$ cat config.mk
export PLATFORM = sky130hd
export DESIGN_NAME = key_event_scheduler_flat
export DESIGN_NICKNAME = d
export VERILOG_FILES = /design/src/rtl/key_event_scheduler_if.sv /design/src/rtl/key_event_scheduler.sv /design/src/flat_wrapper.sv
export SDC_FILE = /design/constraint.sdc
export NUM_CORES = 1
export LEC_CHECK = 0
export BUFFER_PORTS_ARGS = -buffer_cell sky130_fd_sc_hd__buf_2
export CAP_MARGIN = 30
export CORE_ASPECT_RATIO = 1.75
export CORE_MARGIN = 2
export CORE_UTILIZATION = 35
export DETAILED_ROUTE_END_ITERATION = 8
export PLACE_DENSITY = 0.54
export SLEW_MARGIN = 20
export SYNTH_ARGS = -nofsm -noshare
export SYNTH_HDL_FRONTEND = slang
export SYNTH_SLANG_ARGS = --single-unit
$ cat constraint.sdc
create_clock -name clk -period 1.7 [get_ports clk]
set_input_delay 0.34 -clock clk [delete_from_list [all_inputs] [get_ports clk]]
set_output_delay 0.34 -clock clk [all_outputs]
set_load 0.1 [all_outputs]
$ cat src/rtl/key_event_scheduler_if.sv
// Key event channel: valid/ready handshake carrying key index and event type,
// plus the pending-overwrite drop pulse.
interface key_event_scheduler_if #(
  parameter int N_KEYS = 4
) ();
  localparam int KW = (N_KEYS > 1) ? $clog2(N_KEYS) : 1;

  logic          ev_valid;
  logic          ev_ready;
  logic [KW-1:0] ev_key;
  logic [1:0]    ev_type;
  logic          ev_drop;

  modport master (
    output ev_valid,
    output ev_key,
    output ev_type,
    output ev_drop,
    input  ev_ready
  );

  modport slave (
    input  ev_valid,
    input  ev_key,
    input  ev_type,
    input  ev_drop,
    output ev_ready
  );
endinterface

$ cat src/rtl/key_event_scheduler.sv
// Debounces N_KEYS raw key lines and arbitrates press/release events round-robin onto
// one valid/ready channel. Define KEY_AUTOREPEAT_EN to add held-key repeat events.
module key_event_scheduler #(
  parameter int N_KEYS      = 4,
  parameter int TICK_DIV    = 16,
  parameter int STABLE_CNT  = 4,
  parameter int REPEAT_DLY  = 32,
  parameter int REPEAT_RATE = 8
) (
  input  logic                  clk,
  input  logic                  rst_n,
  input  logic [N_KEYS-1:0]     key_raw,
  output logic [N_KEYS-1:0]     key_state,
  key_event_scheduler_if.master ev_if
);
  localparam int KW = (N_KEYS > 1) ? $clog2(N_KEYS) : 1;
  localparam int PW = (TICK_DIV > 1) ? $clog2(TICK_DIV) : 1;
  localparam int CW = 4;

  localparam logic [1:0] EV_PRESS   = 2'b00;
  localparam logic [1:0] EV_RELEASE = 2'b01;

`ifdef KEY_AUTOREPEAT_EN
  localparam logic [1:0] EV_REPEAT = 2'b10;
  localparam int RMAX = (REPEAT_DLY > REPEAT_RATE) ? REPEAT_DLY : REPEAT_RATE;
  localparam int RW   = (RMAX > 1) ? $clog2(RMAX) : 1;

  typedef enum logic [1:0] {
    ST_RELEASED = 2'd0,
    ST_HELD_DLY = 2'd1,
    ST_HELD_RPT = 2'd2
  } key_st_e;
  localparam key_st_e ST_PRESS_ENTRY = ST_HELD_DLY;
`else
  typedef enum logic [0:0] {
    ST_RELEASED = 1'b0,
    ST_PRESSED  = 1'b1
  } key_st_e;
  localparam key_st_e ST_PRESS_ENTRY = ST_PRESSED;
`endif

  // An out-of-range parameter set shows up as this named block in the elaborated hierarchy.
  if (N_KEYS < 2 || N_KEYS > 16 || TICK_DIV < 2 || STABLE_CNT < 1 || STABLE_CNT > 15 ||
      REPEAT_DLY < 1 || REPEAT_RATE < 1) begin : g_param_out_of_range
  end

  logic [N_KEYS-1:0] sync1_reg;
  logic [N_KEYS-1:0] sync2_reg;

  always_ff @(posedge clk or negedge rst_n) begin
    if (!rst_n) begin
      sync1_reg <= '0;
      sync2_reg <= '0;
    end else begin
      sync1_reg <= key_raw;
      sync2_reg <= sync1_reg;
    end
  end

  logic [PW-1:0] presc_reg;
  logic          tick;

  assign tick = (presc_reg == PW'(TICK_DIV - 1));

  always_ff @(posedge clk or negedge rst_n) begin
    if (!rst_n) begin
      presc_reg <= '0;
    end else begin
      presc_reg <= tick ? '0 : presc_reg + 1'b1;
    end
  end

  logic [N_KEYS-1:0] fire;
  logic [1:0]        fire_type [N_KEYS];

  for (genvar gi = 0; gi < N_KEYS; gi++) begin : g_key
    key_st_e       st_reg, st_next;
    logic [CW-1:0] cnt_reg, cnt_next;
    logic          pressed;
    logic          disagree;
    logic          qual_c;
    logic          fire_c;
    logic [1:0]    type_c;
`ifdef KEY_AUTOREPEAT_EN
    logic [RW-1:0] rpt_reg, rpt_next;
`endif

    assign pressed  = (st_reg != ST_RELEASED);
    assign disagree = (sync2_reg[gi] != pressed);

    always_ff @(posedge clk or negedge rst_n) begin
      if (!rst_n) begin
        st_reg  <= ST_RELEASED;
        cnt_reg <= '0;
`ifdef KEY_AUTOREPEAT_EN
        rpt_reg <= '0;
`endif
      end else begin
        st_reg  <= st_next;
        cnt_reg <= cnt_next;
`ifdef KEY_AUTOREPEAT_EN
        rpt_reg <= rpt_next;
`endif
      end
    end

    always_comb begin
      st_next  = st_reg;
      cnt_next = cnt_reg;
      fire_c   = 1'b0;
      type_c   = EV_PRESS;
`ifdef KEY_AUTOREPEAT_EN
      rpt_next = rpt_reg;
`endif
      qual_c = tick && disagree && (cnt_reg == CW'(STABLE_CNT - 1));
      // One agreeing tick restarts qualification from zero.
      if (tick) begin
        cnt_next = (disagree && !qual_c) ? cnt_reg + 1'b1 : '0;
      end
      if (qual_c) begin
        fire_c = 1'b1;
        if (pressed) begin
          st_next = ST_RELEASED;
          type_c  = EV_RELEASE;
        end else begin
          st_next = ST_PRESS_ENTRY;
          type_c  = EV_PRESS;
        end
`ifdef KEY_AUTOREPEAT_EN
        rpt_next = '0;
      end else if (tick) begin
        case (st_reg)
          ST_HELD_DLY: begin
            if (rpt_reg == RW'(REPEAT_DLY - 1)) begin
              rpt_next = '0;
              st_next  = ST_HELD_RPT;
              fire_c   = 1'b1;
              type_c   = EV_REPEAT;
            end else begin
              rpt_next = rpt_reg + 1'b1;
            end
          end
          ST_HELD_RPT: begin
            if (rpt_reg == RW'(REPEAT_RATE - 1)) begin
              rpt_next = '0;
              fire_c   = 1'b1;
              type_c   = EV_REPEAT;
            end else begin
              rpt_next = rpt_reg + 1'b1;
            end
          end
          default: rpt_next = '0;
        endcase
`endif
      end
    end

    assign key_state[gi] = pressed;
    assign fire[gi]      = fire_c;
    assign fire_type[gi] = type_c;
  end

  logic [N_KEYS-1:0] pend_reg, pend_next;
  logic [1:0]        ptype_reg [N_KEYS];
  logic [KW-1:0]     ptr_reg;
  logic [KW-1:0]     cand [N_KEYS];
  logic [KW-1:0]     grant_idx;
  logic              grant_found;
  logic              load;
  logic              drop_c;
  logic              ev_valid_reg;
  logic              ev_drop_reg;
  logic [KW-1:0]     ev_key_reg;
  logic [1:0]        ev_type_reg;

  assign load = !ev_valid_reg || ev_if.ev_ready;

  // cand[i] is the i-th key in search order, starting just after the last grant.
  for (genvar gi = 0; gi < N_KEYS; gi++) begin : g_cand
    logic [KW:0] sum;
    assign sum      = {1'b0, ptr_reg} + (KW+1)'(gi + 1);
    assign cand[gi] = (sum >= (KW+1)'(N_KEYS)) ? KW'(sum - (KW+1)'(N_KEYS)) : sum[KW-1:0];
  end

  always_comb begin
    grant_found = 1'b0;
    grant_idx   = '0;
    for (int i = 0; i < N_KEYS; i++) begin
      if (!grant_found && pend_reg[cand[i]]) begin
        grant_found = 1'b1;
        grant_idx   = cand[i];
      end
    end
  end

  // A fresh event re-arms its slot; it only counts as a drop if the old one was not taken.
  always_comb begin
    pend_next = pend_reg;
    drop_c    = 1'b0;
    for (int k = 0; k < N_KEYS; k++) begin
      if (load && grant_found && (grant_idx == KW'(k))) begin
        pend_next[k] = 1'b0;
      end
      if (fire[k]) begin
        if (pend_reg[k] && !(load && grant_found && (grant_idx == KW'(k)))) begin
          drop_c = 1'b1;
        end
        pend_next[k] = 1'b1;
      end
    end
  end

  always_ff @(posedge clk or negedge rst_n) begin
    if (!rst_n) begin
      pend_reg     <= '0;
      ptr_reg      <= KW'(N_KEYS - 1);
      ev_valid_reg <= 1'b0;
      ev_key_reg   <= '0;
      ev_type_reg  <= 2'b00;
      ev_drop_reg  <= 1'b0;
      for (int k = 0; k < N_KEYS; k++) begin
        ptype_reg[k] <= 2'b00;
      end
    end else begin
      pend_reg    <= pend_next;
      ev_drop_reg <= drop_c;
      for (int k = 0; k < N_KEYS; k++) begin
        if (fire[k]) begin
          ptype_reg[k] <= fire_type[k];
        end
      end
      if (load) begin
        if (grant_found) begin
          ev_valid_reg <= 1'b1;
          ev_key_reg   <= grant_idx;
          ev_type_reg  <= ptype_reg[grant_idx];
          ptr_reg      <= grant_idx;
        end else begin
          ev_valid_reg <= 1'b0;
        end
      end
    end
  end

  assign ev_if.ev_valid = ev_valid_reg;
  assign ev_if.ev_key   = ev_key_reg;
  assign ev_if.ev_type  = ev_type_reg;
  assign ev_if.ev_drop  = ev_drop_reg;
endmodule
$ cat src/flat_wrapper.sv
// flat-port wrapper written by rule: the top's interface ports become plain ports
module key_event_scheduler_flat 
#(
  parameter int N_KEYS      = 4,
  parameter int TICK_DIV    = 16,
  parameter int STABLE_CNT  = 4,
  parameter int REPEAT_DLY  = 32,
  parameter int REPEAT_RATE = 8
)
  (clk, rst_n, key_raw, key_state, ev_if_ev_valid, ev_if_ev_key, ev_if_ev_type, ev_if_ev_drop, ev_if_ev_ready);
  key_event_scheduler_if #(.N_KEYS(N_KEYS)) ev_if_i ();
  input  logic clk;
  input  logic rst_n;
  input  logic [N_KEYS-1:0] key_raw;
  output logic [N_KEYS-1:0] key_state;
  output wire logic [$bits(ev_if_i.ev_valid)-1:0] ev_if_ev_valid;
  output wire logic [$bits(ev_if_i.ev_key)-1:0] ev_if_ev_key;
  output wire logic [$bits(ev_if_i.ev_type)-1:0] ev_if_ev_type;
  output wire logic [$bits(ev_if_i.ev_drop)-1:0] ev_if_ev_drop;
  input wire logic [$bits(ev_if_i.ev_ready)-1:0] ev_if_ev_ready;
  assign ev_if_ev_valid = ev_if_i.ev_valid;
  assign ev_if_ev_key = ev_if_i.ev_key;
  assign ev_if_ev_type = ev_if_i.ev_type;
  assign ev_if_ev_drop = ev_if_i.ev_drop;
  assign ev_if_i.ev_ready = ev_if_ev_ready;
  key_event_scheduler #(.N_KEYS(N_KEYS), .TICK_DIV(TICK_DIV), .STABLE_CNT(STABLE_CNT), .REPEAT_DLY(REPEAT_DLY), .REPEAT_RATE(REPEAT_RATE)) u_core (.clk(clk), .rst_n(rst_n), .key_raw(key_raw), .key_state(key_state), .ev_if(ev_if_i));
endmodule
=== After elaboration in Yosys (flattened, before gate mapping) ===
Cells that the tools add are included.

* Logic and storage cells: 163
* Bits in registers: 52
* Bits of input ports: 7
* Output and inout bits: 10

* $add $sub $neg: 13
* Multiplexer cells: 61
* Bitwise operators: 1
* Order comparisons: 9
* Equality and inequality tests: 12
* Reduce and logical (&&, ||, !) cells: 43

{| class="wikitable"
|+ Operator list
! kind !! count
|-
| $mux W1 || 38
|-
| $mux W2 || 13
|-
| $logic_and A1 B1 Y1 || 24
|-
| $add A4 B1 Y4 const B || 5
|-
| $mux W4 || 5
|-
| $eq A4 B2 Y1 const B || 4
|-
| $ge A3 B3 Y1 const B || 5
|-
| $logic_not A1 Y1 || 12
|-
| $lt A2 B3 Y1 const B || 4
|-
| $bmux W1 S2 || 4
|-
| $reduce_bool A2 Y1 || 4
|-
| $sub A2 B1 Y2 const B || 4
|-
| $add A2 B2 Y3 const B || 2
|-
| $bmux W2 S2 || 1
|-
| $eq A2 B2 Y1 const B || 2
|-
| $eq A4 B4 Y1 const B || 1
|-
| $ne A1 B1 Y1 || 4
|-
| $add A2 B1 Y3 const B || 1
|-
| $add A2 B3 Y3 const B || 1
|-
| $not A2 Y3 || 1
|-
| $eq A2 B1 Y1 const B || 1
|-
| $logic_not A2 Y1 || 1
|-
| $reduce_and A2 Y1 || 1
|-
| $logic_or A1 B1 Y1 || 1
|}

=== Longest topological paths before layout ===
* Word-level depth: 27
* Mapped depth: 6
* Mapped depth without buffers: 5

=== Worst setup path after synthesis ===
OpenSTA, ideal clock, no wires.

* Path kind: register -> register
* Start point: reg u_core.ev_valid_reg (netlist: u_core.ev_if.ev_valid)
* End point: reg u_core.ev_drop_reg (netlist: u_core.ev_if.ev_drop)
* Library setup time: 136 ps
* Data required time: 1564 ps
* Arrival: 1701 ps
* Path slack: -136 ps
* Period minus slack after synthesis: 1836 ps
* Stages on the path, launching flop included: 6
* Buffers on the path: 1
* Cells stage by stage: dfrtp_1 > a21o_1 > or2_1 > buf_6 > o2111ai_1 > nand4_1

* Longest elaborated chain between the ends: 14
* Elaborated cells on any way between the ends: 23
* Classes of those cells: mux: 8; reduce/logical: 15

{| class="wikitable"
|+ RTL lines
! item !! RTL line !! text
|-
| start: declaration || key_event_scheduler.sv:171 || <nowiki>logic ev_valid_reg;</nowiki>
|-
| start signal: assignment || key_event_scheduler.sv:217 || <nowiki>ev_valid_reg <= 1'b0;</nowiki>
|-
| start signal: assignment || key_event_scheduler.sv:234 || <nowiki>ev_valid_reg <= 1'b1;</nowiki>
|-
| start signal: assignment || key_event_scheduler.sv:239 || <nowiki>ev_valid_reg <= 1'b0;</nowiki>
|-
| $logic_not A1 Y1 * || key_event_scheduler.sv:176 || <nowiki>assign load = !ev_valid_reg || ev_if.ev_ready;</nowiki>
|-
| $logic_or A1 B1 Y1 * || key_event_scheduler.sv:176 ||
|-
| $logic_and A1 B1 Y1 * || key_event_scheduler.sv:205 || <nowiki>if (pend_reg[k] && !(load && grant_found && (grant_idx == KW'(k)))) begin</nowiki>
|-
| $logic_and A1 B1 Y1 || key_event_scheduler.sv:205 ||
|-
| $logic_not A1 Y1 || key_event_scheduler.sv:205 ||
|-
| $logic_and A1 B1 Y1 || key_event_scheduler.sv:205 ||
|-
| $mux W1 || key_event_scheduler.sv:205 ||
|-
| $mux W1 || key_event_scheduler.sv:204 || <nowiki>if (fire[k]) begin</nowiki>
|-
| $mux W1 || key_event_scheduler.sv:205 ||
|-
| $mux W1 || key_event_scheduler.sv:204 ||
|-
| $mux W1 || key_event_scheduler.sv:205 ||
|-
| $mux W1 || key_event_scheduler.sv:204 ||
|-
| $mux W1 || key_event_scheduler.sv:205 ||
|-
| $mux W1 * || key_event_scheduler.sv:204 ||
|-
| named net u_core.drop_c || key_event_scheduler.sv:170 || <nowiki>logic drop_c;</nowiki>
|-
| end signal: assignment || key_event_scheduler.sv:226 || <nowiki>ev_drop_reg <= drop_c;</nowiki>
|-
| end: declaration || key_event_scheduler.sv:172 || <nowiki>logic ev_drop_reg;</nowiki>
|}

The timed path passes the listed nets; every way through them passes the cells marked *.
A chain may end at the register's enable or synchronous reset.

=== Worst setup path after layout ===
* Start point: reg u_core.ptr_reg[1]
* End point: reg u_core.ev_type_reg[0] (netlist: u_core.ev_if.ev_type[0])

* Longest elaborated chain between the ends: 19
* Elaborated cells on any way between the ends: 43
* Classes of those cells: add/sub: 8; order compare: 4; mux: 23; bitwise: 1; reduce/logical: 7

{| class="wikitable"
|+ RTL lines
! item !! RTL line !! text
|-
| start: declaration || key_event_scheduler.sv:165 || <nowiki>logic [KW-1:0] ptr_reg;</nowiki>
|-
| start signal: assignment || key_event_scheduler.sv:216 || <nowiki>ptr_reg <= KW'(N_KEYS - 1);</nowiki>
|-
| start signal: assignment || key_event_scheduler.sv:237 || <nowiki>ptr_reg <= grant_idx;</nowiki>
|-
| $add A2 B1 Y3 || key_event_scheduler.sv:181 || <nowiki>assign sum = {1'b0, ptr_reg} + (KW+1)'(gi + 1);</nowiki>
|-
| $ge A3 B3 Y1 / $sub A2 B1 Y2 (equally long branches) || key_event_scheduler.sv:182 || <nowiki>assign cand[gi] = (sum >= (KW+1)'(N_KEYS)) ? KW'(sum - (KW+1)'(N_KEYS)) : sum[KW-1:0];</nowiki>
|-
| $mux W2 || key_event_scheduler.sv:182 ||
|-
| $bmux W1 S2 || key_event_scheduler.sv:189 || <nowiki>if (!grant_found && pend_reg[cand[i]]) begin</nowiki>
|-
| $mux W1 (not written as such) || key_event_scheduler.sv:189 ||
|-
| $mux W1 || key_event_scheduler.sv:189 ||
|-
| $logic_not A1 Y1 || key_event_scheduler.sv:189 ||
|-
| $logic_and A1 B1 Y1 || key_event_scheduler.sv:189 ||
|-
| (+2 left out) || -- ||
|-
| $logic_and A1 B1 Y1 || key_event_scheduler.sv:189 ||
|-
| $mux W1 || key_event_scheduler.sv:189 ||
|-
| $logic_not A1 Y1 || key_event_scheduler.sv:189 ||
|-
| $logic_and A1 B1 Y1 || key_event_scheduler.sv:189 ||
|-
| $mux W2 || key_event_scheduler.sv:189 ||
|-
| $not A2 Y3 (not written as such) || key_event_scheduler.sv:236 || <nowiki>ev_type_reg <= ptype_reg[grant_idx];</nowiki>
|-
| $bmux W2 S2 || key_event_scheduler.sv:236 ||
|-
| $mux W2 (not written as such) (2 in series) || key_event_scheduler.sv:236 ||
|-
| end signal: assignment || key_event_scheduler.sv:236 ||
|-
| end: declaration || key_event_scheduler.sv:174 || <nowiki>logic [1:0] ev_type_reg;</nowiki>
|}

Parallel ways exist; a longest one is shown, timed or not. The select of a mux whose other input is x is not followed.

==> run_results.csv <==
group,metric,value,unit
timing,drv_slew,0,
synthesis,synth-simple-area-share,16.59,%
synthesis,synth-async-reset-ratio,100.0,%
synthesis,yosysUniqueCellTypes,46,
detailed_routing,drt_iter0_drc,50,
die,ios,17,
synthesis,synth_top_family_by_area,"simple AND/OR/NAND/NOR gates",
synthesis,syn_inst,194,
detailed_routing,drc,0,
critical_path,max_stage_delay,590,ps
critical_path,endpoint_kind,"flip-flop",
power_and_ir_drop,cellPowerDensity,1246,mW/mm²
timing,hold_violations,0,
critical_path,critPathLaunchType,"flip-flop",
timing,finalSetupViolations,0,
power_and_ir_drop,power_frac_comb,32.2,%
synthesis,synth.area.top_cells,"dfrtp_1, nand2_1, xnor2_1",
place,postPlaceCellArea,0.002384,mm²
place,place_congestion,0.8466,
detailed_routing,totalWireLength,4211,µm
global_routing,gr-usage-met2,25.08,%
timing,rsz0062_at_grt,"true",
global_routing,grt_util_all_layers,13.64,%
cells_and_area,diodes,0,
cells_and_area,utilization,43.22,%
status,status,"finished, final reports clean",
power_and_ir_drop,p_seq_share,42.7,%
global_routing,grt_pass1_wl,7341,µm
synthesis,muxShareOfSynthArea,3.588,%
synthesis,synthesis.nets,206,
cells_and_area,drive_above_1_share,25.44,%
timing,period_share,98.69,%
die,die_area,0.006741,mm²
synthesis,synth_top_cell_by_area,"dfrtp_1",
cells_and_area,largest_register_ffs,16,
critical_path,arrival,1900,ps
min_path,hold_path_class,"input pin to flip-flop",
power_and_ir_drop,clockPowerShare,25.0,%
cts,htreeDepth,2,
synthesis,syn_area,0.002127,mm²
power_and_ir_drop,intPower,2.039,mW
place,dp_slack,47.84,ps
die,rows,37,
critical_path,worstPathRequired,1920,ps
critical_path,crit_buf_inv,0,
place,hpwlAfterDp,3174,µm
critical_path,path_class,"flip-flop to flip-flop",
synthesis,synth_xor_area_share,4.941,%
die,start_util,36.18,%
critical_path,path_cells,"and2b_1 -> o31ai_4 -> nand3_1 -> mux2_4 -> o211ai_1",
cts,cts_buffers,5,
timing,fmax,0.5960,GHz
power_and_ir_drop,p_leak,1.201,nW
synthesis,synth_compound_area_share,12.94,%
global_routing,busiest_layer,"met2",
cts,clockBufferDepth,2,
detailed_routing,drtAntennaViolNets,0,
synthesis,synth-edff-count,0,
global_routing,grt_start_max_net_pins,33,
cells_and_area,nNetsFinal,239,
place,portBuffers,15,
die,core-area,0.005879,mm²
global_routing,overflow,0,
synthesis,synth_common_cells,"dfrtp_1, nand2_1, nor2_1",
synthesis,synthFlopType,"dfrtp_1",
detailed_routing,routed_via_density,5.075,
die,die_h,107.1,µm
critical_path,cp_max_fo,7,
timing,period_minus_slack,1678,ps
critical_path,critical-path-top-delay-family,"flip-flops",
synthesis,yosysSeqAreaShare,55.41,%
die,die_width,62.93,µm
detailed_routing,firstDrtPassIters,4,
global_routing,grt_pass1_vias,1569,
detailed_routing,vias,1553,
place,dp.cells,296,
job,maxCapViolCount,0,
detailed_routing,routedWlPerCell,13.76,µm
global_routing,gr-usage-met1,15.95,%
cells_and_area,finalInstanceArea,0.002541,mm²
synthesis,synth_most_common_cell,"dfrtp_1",
cts,clkTransAtPathRegs,90,ps
synthesis,avgSynthCellArea,10.96,µm²
cts,clock_latency,290,ps
cells_and_area,instances_no_fill,306,
timing,skew,12.34,ps
global_routing,met3_usage,1.889,%
cts,cts_tree,"yes",
global_routing,antenna_found_initial,0,
power_and_ir_drop,switching_power,1.128,mW
critical_path,cp_slowest_cell,"dfstp_2",
cells_and_area,layout-area-overhead-vs-synth,19.47,%
cts,cts_root_buf,"clkbuf_8",
synthesis,synth-seq-cells,47,
cts,cts.sinks,47,
power_and_ir_drop,swShare,35.62,%
timing,worst_slack,22.22,ps
synthesis,synth_top_area_share,52.94,%
critical_path,rrSetupSlack,20,ps
synthesis,synth_adder_area_share,2.941,%
synthesis,ys_warn_count,0,
power_and_ir_drop,max-vdd-ir-drop,0.0004481,V
## routing by layer
layer	wire, µm	part of all wire (%)	up-vias
met5	0	0	-
met4	61	1.4	0
met3	82	1.9	5
met2	2361	56	13
met1	1706	41	788
li1	-	-	747
## cells by family after synthesis
group | count (synthesis)
xor+xnor | 12
fa+ha+maj | 5
other cells | 1
buf+inv | 12
compound gates | 40
simple gates | 70
mux | 7
flops | 47
## repair_timing
| action | CTS | global route |
|---|---|---|
| setup buffers | 0 | 1 |
| gates resized for setup | 0 | 8 |
| hold buffers | 1 | 0 |
| hold endpoints to repair | 15 | 0 |
| endpoints found under the setup margin | 0 | 12 |
## final cells by class
type	instances	area [µm²]
clock buffers	7	76.32
clock inverters	1	30.03
fillers	585	3338
inverters	4	15.01
multi-input cells	135	908.4
flip-flops and latches	47	1181
well taps	78	97.59
repair buffers	34	232.7
## cells in the final DEF (no fill, tap or decap), drive strengths merged, types with 4 or more instances in the layout
cell type | synthesis | layout
mux2 | 5 | 5
a21oi | 5 | 5
xnor2 | 8 | 8
nand2 | 30 | 30
nand4 | 6 | 6
nand3 | 4 | 4
o21ai | 15 | 15
nor2 | 15 | 15
xor2 | 4 | 4
dfrtp | 45 | 45
buf | 7 | 33
clkbuf | 1 | 7
inv | 4 | 4
ha | 5 | 5
## worst paths after layout
path / start / endpoint / cells past startpoint
setup / recovery: u_core.ptr_reg[1]$_DFFE_PN1P_ / u_core.ev_if.ev_type[0]$_DFFE_PN0P_ / 5
hold / removal: key_raw[1] / u_core.sync1_reg[1]$_DFF_PN0_ / 1
setup reg to reg: u_core.ptr_reg[1]$_DFFE_PN1P_ / u_core.ev_if.ev_type[0]$_DFFE_PN0P_ / 5
hold reg to reg: u_core.sync1_reg[3]$_DFF_PN0_ / u_core.sync2_reg[3]$_DFF_PN0_ / 0
max in group asynchronous: rst_n / u_core.ptr_reg[1]$_DFFE_PN1P_ / 3
min in group asynchronous: rst_n / u_core.sync2_reg[0]$_DFF_PN0_ / 2
## worst reg2reg max path, cell delays in order (launching register included)
cell and delay, ps:
dfstp_2 590, and2b_1 220, o31ai_4 310, nand3_1 130, mux2_4 290, o211ai_1 70
## metrics by stage
step | hold slack (ps) | power, mW | TNS [ps]
2_1_floorplan | 44.41 | 2.066 | 0
3_3_place_gp | 284.0 | 2.308 | 0
3_5_place_dp | 285.7 | 2.315 | 0
4_1_cts | 128.9 | 3.132 | 0
5_1_grt | 133.1 | 3.354 | -194.9
6_report | 143.9 | 3.167 | 0
## power by group through the flow
stage	logic (mW)	registers [mW]	clock network, mW
final	1.02	1.35	0.792
after global routing	1.11	1.37	0.867
after CTS	0.945	1.35	0.834
after detailed placement	0.939	1.38	0
after global placement	0.936	1.37	0
after floorplan	0.489	1.58	0
(Power assumes the default switching activity.)
